**config.mk**
```make
export PLATFORM = sky130hd
export DESIGN_NAME = keccak_byte_packer
export DESIGN_NICKNAME = d
export VERILOG_FILES = /design/src/rtl/keccak_pkg.sv /design/src/rtl/keccak_byte_packer.sv
export SDC_FILE = /design/constraint.sdc
export NUM_CORES = 1
export LEC_CHECK = 0
export BUFFER_PORTS_ARGS = -buffer_cell sky130_fd_sc_hd__buf_2
export CAP_MARGIN = 0
export CORE_ASPECT_RATIO = 0.7
export CORE_MARGIN = 4
export CORE_UTILIZATION = 51
export CTS_CLUSTER_SIZE = 12
export DETAILED_ROUTE_END_ITERATION = 6
export PLACE_DENSITY = 0.76
export SETUP_SLACK_MARGIN = 0.2
export SLEW_MARGIN = 20
export SYNTH_ARGS = -nofsm -noshare
export SYNTH_HDL_FRONTEND = slang
export SYNTH_SLANG_ARGS = --single-unit
```
**constraint.sdc**
```tcl
create_clock -name clk -period 1.7 [get_ports clk]
set_input_delay 0.17 -clock clk [delete_from_list [all_inputs] [get_ports clk]]
set_output_delay 0.17 -clock clk [all_outputs]
set_load 0.01 [all_outputs]
```
**src/rtl/keccak_pkg.sv**
```systemverilog
// Shared types and constants for the keccak byte packer: FSM states, word geometry
// and the byte_num encodings understood by the keccak core.
package keccak_pkg;

    typedef enum logic [1:0] {
        CORE_RST = 2'd0,
        FILL     = 2'd1,
        SEND     = 2'd2,
        WAIT_OUT = 2'd3
    } state_e;

    localparam int WORD_BYTES = 4;

    // byte_num: number of valid bytes in a last word; 0 means a full (or zero tail) word
    localparam logic [1:0] BN_FULL  = 2'd0;
    localparam logic [1:0] BN_ONE   = 2'd1;
    localparam logic [1:0] BN_TWO   = 2'd2;
    localparam logic [1:0] BN_THREE = 2'd3;

    // Big-endian placement: byte index 0 lands in [31:24], index 3 in [7:0]
    function automatic logic [31:0] insert_byte(input logic [31:0] word,
                                                input logic [7:0]  b,
                                                input logic [1:0]  idx);
        logic [31:0] r;
        r = word;
        case (idx)
            2'd0:    r[31:24] = b;
            2'd1:    r[23:16] = b;
            2'd2:    r[15:8]  = b;
            default: r[7:0]   = b;
        endcase
        return r;
    endfunction

endpackage

```
**src/rtl/keccak_byte_packer.sv**
```systemverilog
// Packs a valid/ready/last byte stream big-endian into 32-bit words for the keccak core,
// sequencing core reset, tail words and digest completion per message.
module keccak_byte_packer
    import keccak_pkg::*;
#(
    parameter int LEN_W = 16
) (
    input  logic             clk,
    input  logic             reset,
    input  logic [7:0]       s_byte,
    input  logic             s_valid,
    input  logic             s_last,
    output logic             s_ready,
    output logic             core_reset,
    output logic [31:0]      k_in,
    output logic             k_in_ready,
    output logic             k_is_last,
    output logic [1:0]       k_byte_num,
    input  logic             k_buffer_full,
    input  logic             k_out_ready,
    output logic             msg_done,
    output logic [LEN_W-1:0] msg_bytes
);

    state_e           state_q, state_d;
    logic [31:0]      fill_q, fill_d;
    logic [1:0]       idx_q, idx_d;
    logic             pend_tail_q, pend_tail_d;
    logic             s_ready_q, s_ready_d;
    logic             core_reset_q, core_reset_d;
    logic [31:0]      k_in_q, k_in_d;
    logic             k_in_ready_q, k_in_ready_d;
    logic             k_is_last_q, k_is_last_d;
    logic [1:0]       k_byte_num_q, k_byte_num_d;
    logic             msg_done_q, msg_done_d;
    logic [LEN_W-1:0] msg_bytes_q, msg_bytes_d;

    logic        byte_xfer;
    logic        word_acc;
    logic        word_end;
    logic [31:0] packed_word;

    assign byte_xfer   = s_valid && s_ready_q;
    assign word_acc    = k_in_ready_q && !k_buffer_full;
    assign word_end    = (idx_q == 2'(WORD_BYTES - 1)) || s_last;
    assign packed_word = insert_byte(fill_q, s_byte, idx_q);

    always_ff @(posedge clk) begin
        if (reset) begin
            state_q      <= CORE_RST;
            fill_q       <= '0;
            idx_q        <= '0;
            pend_tail_q  <= 1'b0;
            s_ready_q    <= 1'b0;
            core_reset_q <= 1'b1;
            k_in_q       <= '0;
            k_in_ready_q <= 1'b0;
            k_is_last_q  <= 1'b0;
            k_byte_num_q <= BN_FULL;
            msg_done_q   <= 1'b0;
            msg_bytes_q  <= '0;
        end else begin
            state_q      <= state_d;
            fill_q       <= fill_d;
            idx_q        <= idx_d;
            pend_tail_q  <= pend_tail_d;
            s_ready_q    <= s_ready_d;
            core_reset_q <= core_reset_d;
            k_in_q       <= k_in_d;
            k_in_ready_q <= k_in_ready_d;
            k_is_last_q  <= k_is_last_d;
            k_byte_num_q <= k_byte_num_d;
            msg_done_q   <= msg_done_d;
            msg_bytes_q  <= msg_bytes_d;
        end
    end

    always_comb begin
        state_d = state_q;
        case (state_q)
            CORE_RST: state_d = FILL;
            FILL:     if (byte_xfer && word_end) state_d = SEND;
            SEND:     if (word_acc && !pend_tail_q) state_d = k_is_last_q ? WAIT_OUT : FILL;
            WAIT_OUT: if (k_out_ready) state_d = CORE_RST;
            default:  state_d = CORE_RST;
        endcase
    end

    // Outputs are registered from the next state so they line up with state_q
    always_comb begin
        fill_d       = fill_q;
        idx_d        = idx_q;
        pend_tail_d  = pend_tail_q;
        k_in_d       = k_in_q;
        k_is_last_d  = k_is_last_q;
        k_byte_num_d = k_byte_num_q;
        msg_bytes_d  = msg_bytes_q;
        msg_done_d   = 1'b0;
        case (state_q)
            CORE_RST: begin
                fill_d      = '0;
                idx_d       = '0;
                pend_tail_d = 1'b0;
                msg_bytes_d = '0;
            end
            FILL: begin
                if (byte_xfer) begin
                    if (msg_bytes_q != '1) msg_bytes_d = msg_bytes_q + 1'b1;
                    if (word_end) begin
                        k_in_d       = packed_word;
                        fill_d       = '0;
                        idx_d        = '0;
                        // A last byte filling the word still needs a zero tail word
                        pend_tail_d  = s_last && (idx_q == 2'(WORD_BYTES - 1));
                        k_is_last_d  = s_last && (idx_q != 2'(WORD_BYTES - 1));
                        k_byte_num_d = k_is_last_d ? idx_q + 2'd1 : BN_FULL;
                    end else begin
                        fill_d = packed_word;
                        idx_d  = idx_q + 2'd1;
                    end
                end
            end
            SEND: begin
                if (word_acc && pend_tail_q) begin
                    k_in_d       = '0;
                    k_is_last_d  = 1'b1;
                    k_byte_num_d = BN_FULL;
                    pend_tail_d  = 1'b0;
                end
            end
            WAIT_OUT: msg_done_d = k_out_ready;
            default: ;
        endcase
        s_ready_d    = (state_d == FILL);
        core_reset_d = (state_d == CORE_RST);
        k_in_ready_d = (state_d == SEND);
    end

    assign s_ready    = s_ready_q;
    assign core_reset = core_reset_q;
    assign k_in       = k_in_q;
    assign k_in_ready = k_in_ready_q;
    assign k_is_last  = k_is_last_q;
    assign k_byte_num = k_byte_num_q;
    assign msg_done   = msg_done_q;
    assign msg_bytes  = msg_bytes_q;

endmodule

```
==> key figures <==
Synthesis
  • Mean area per synthesized cell: slightly below 9 um^2
  • Synth Instances: 484
  • Post-synth net total: around 500
  • Post-synth EDFFs: 0
  • Ys async rst share: 0
  • Mapped Area: between 4000 and 5000 um^2
  • Yosys Warn Count: 0
  • Flops & latches, synth: just over 90
  • Seq/Total Area, Yosys: 0.433
  • Primary FF master, synth: dfxtp_1
  • Yosys cell types: 58

Power and ir drop
  • PD cells: 772 nW/um^2
  • Pleak: 0.00248 uW
  • VDD IR max: 0.000571 V
  • Power, Total: slightly below 5000 uW

Die
  • Die ar.: slightly below 10,000 um^2
  • Die height: around 84 um
  • Chip width: ~120 um
  • Core area: 7970 um^2
  • Initial Utilization: 0.533
  • IO Pins: between 60 and 70
  • Row count: 27

Setup path
  • Crit end category: flip-flop
  • Critical path startpoint category: flip-flop
  • Critical path fanouts, max: 17
  • Reg2Reg Depth: 7
  • Crit Path Class: flip-flop to flip-flop
  • Max incr delay on CP: roughly 0.36 ns
  • Worst r2r dst: idx_q[1]
  • Worst EP arrival: just under 2 ns
  • Cell family with most CP delay: buffers and inverters
  • Critical path's slowest cell: dfxtp_2
  • Reg2reg start: idx_q[0]
  • R2R setup slack: -0.03 ns
  • CP cell instances: ha_4 -> buf_8 -> nor3_4 -> buf_6 -> buf_16 -> nand3_1 -> a21oi_1
  • WP data required: roughly 2.0 ns
  • Crit path buf inv count: 3

Timing
  • Final Max Tran Viols: 0
  • Slew headroom: 0.592
  • Final Hold Violating Endpoints: 0
  • Final setup violation count: 9
  • Slew @ Worst Pin: 0.613 ns
  • RSZ-0062 raised after global routing: yes
  • Period utilization: 1.02
  • Final setup margin: -0.0300 ns
  • Fin crit period: around 1.7 ns
  • FMAX: a little under 600 MHz
  • Clk_skew: roughly 0.009 ns
  • Setup TNS Final: -0.171 ns

Hold path
  • HP Class: primary input to flip-flop
  • Hold wc startpoint: s_last
  • Hold Path End: pend_tail_q
  • Hold depth: 3

GRT
  • Antenna violations before repair: 0
  • Global router's overall resource usage: 0.300
  • Largest net degree at the start of global routing: 35
  • Global-route wire length before repair: between 20,000 and 25,000 um
  • Vias in the first global route: between 4,000 and 5,000
  • Grt ovf: 0

Detailed routing
  • Final wirelength: roughly 17,000 um
  • TritonRoute pass-1 iters: 7
  • DRC viols: 0
  • Vias/cell: 6.61
  • Wire per inst: around 24 um
  • Drt first-iter violations: 719
  • DRT antenna net count: 0
  • DR vias: ~4,800

Cells and area
  • Area growth syn-to-layout: 49.5%
  • Filler cells: ~460
  • Fin cells: between 700 and 800
  • Antenna diodes: 0
  • Sequential cell area: ~1900 um^2
  • Cell area after layout: 6350 um^2
  • Nets@finish: around 630
  • Multi-input gate area: around 2600 um^2
  • Ratio of cells with drive above 1 in the final layout: 0.515

Run
  • Max-cap viol count: 0

Placement
  • Dpl cell area: 5180 um^2
  • Final RePlAce weighted congestion: roughly 0.95
  • Detailed Place HPWL: ~9000 um
  • Number of port buffers: just under 70
  • Placed Instances: 660

CTS
  • CTS H-tree lvls: 3
  • Sink Count: between 90 and 100
  • Inserted Clock Buffers: 9
  • Clk slew on worst S/H paths: 0.07 ns
  • CTS tree: built
  • Clock Latency Late Sink: roughly 0.35 ns
  • Hold Buf Count CTS: 0
  • Root Driver: clkbuf_16
  • Clock buffer depth: 2

Outcome
  • Failing checks: setup timing
  • Status: finished with violations
worst max-delay path by stage:
stage	endpoint	cells after the start	start
after floorplan	msg_bytes[13]	5	msg_bytes[2]
after global placement	msg_bytes[3]	5	msg_bytes[1]
after detailed placement	msg_bytes[3]	5	msg_bytes[1]
after CTS	msg_bytes[10]	6	msg_bytes[4]
after global routing	k_in[20]	7	state_q[0]
final	idx_q[1]	7	idx_q[0]
cells in the mapped netlist, drive strengths merged, types with 7 or more instances:
library cell	instances	share of area
dfxtp	92	0.43
nand2	56	0.049
a21oi	44	0.052
nor2	42	0.037
nand3	41	0.048
a22oi	32	0.057
mux2	32	0.085
clkbuf	27	0.034
buf	12	0.015
a31oi	11	0.016
nand4	10	0.018
nor3	9	0.012
inv	7	0.0062
layout make-up:
type                            count  area share
Clock buffer                       14      0.0465
Clock inverter                      2     0.00217
Inverter                            7     0.00414
Multi-Input combinational cell    346       0.413
Sequential cell                    92       0.298
Tap cell                          101      0.0199
Timing Repair Buffer              157       0.216
routing by layer:
metal	vias up	wire [um]	part of all wire	track usage
li1	2033	-	-	-
met1	2267	6530	0.39	0.425
met2	368	7550	0.45	0.449
met3	86	2150	0.13	0.0872
met4	0	690	0.041	0.0802
met5	-	0	0	0
worst register-to-register path, delay by kind of cell (launching register included):
kind / cells / cell delay (ns)
compound gates: 1 / 0.22
fa+ha+maj: 1 / 0.19
buf+inv: 3 / 0.47
flops: 1 / 0.36
simple gates: 2 / 0.41
sequential cells by signal (all words and copies together) (netlist names):
signal       flops
msg_done         1
idx_q            2
k_byte_num       2
k_in            32
fill_q          32
state_q          2
s_ready          1
pend_tail_q      1
k_in_ready       1
k_is_last        1
msg_bytes       16
core_reset       1
cells by family after synthesis:
family,after synthesis,synth area share
buffers and inverters,46,0.0548
AND/OR/NAND/NOR,189,0.226
flip-flops,92,0.433
AO/OA/AOI/OAI,118,0.182
adder cells (fa/ha/maj),5,0.0147
multiplexers,34,0.0895
stage by stage:
| step | setup WS, ns | hold WS [ns] | utilization |
|---|---|---|---|
| after floorplan | 0.0111 | 0.333 | - |
| after global placement | 0.0605 | 0.435 | 0.649 |
| after detailed placement | 0.0144 | 0.441 | 0.649 |
| after CTS | 0.0645 | 0.201 | 0.741 |
| after global routing | -0.0661 | 0.228 | 0.797 |
| final | -0.0300 | 0.240 | 0.797 |
cell usage in the layout, fill, tap and decap left out, types with 15 or more instances in the layout:
cell / instances
a21oi_1: 30
a22oi_2: 32
buf_2: 68
buf_4: 52
buf_6: 17
clkbuf_16: 15
dfxtp_1: 73
mux2_2: 32
nand2_1: 53
nand3_1: 38
nor2_1: 39
power by group:
part           internal, uW  total, uW  switching, uW
Clock                  1200       2060            861
Sequential             2170       2190           23.6
Combinational           275        651            376
Total                  3640       4910           1260
timing repair:
item	4_1_cts	5_1_grt
pin swaps	8	34
resized for setup	37	54
gates cloned	5	5
setup buffers	19	14
endpoints found under the setup margin	89	91
Power figures use the tool's default switching activity.
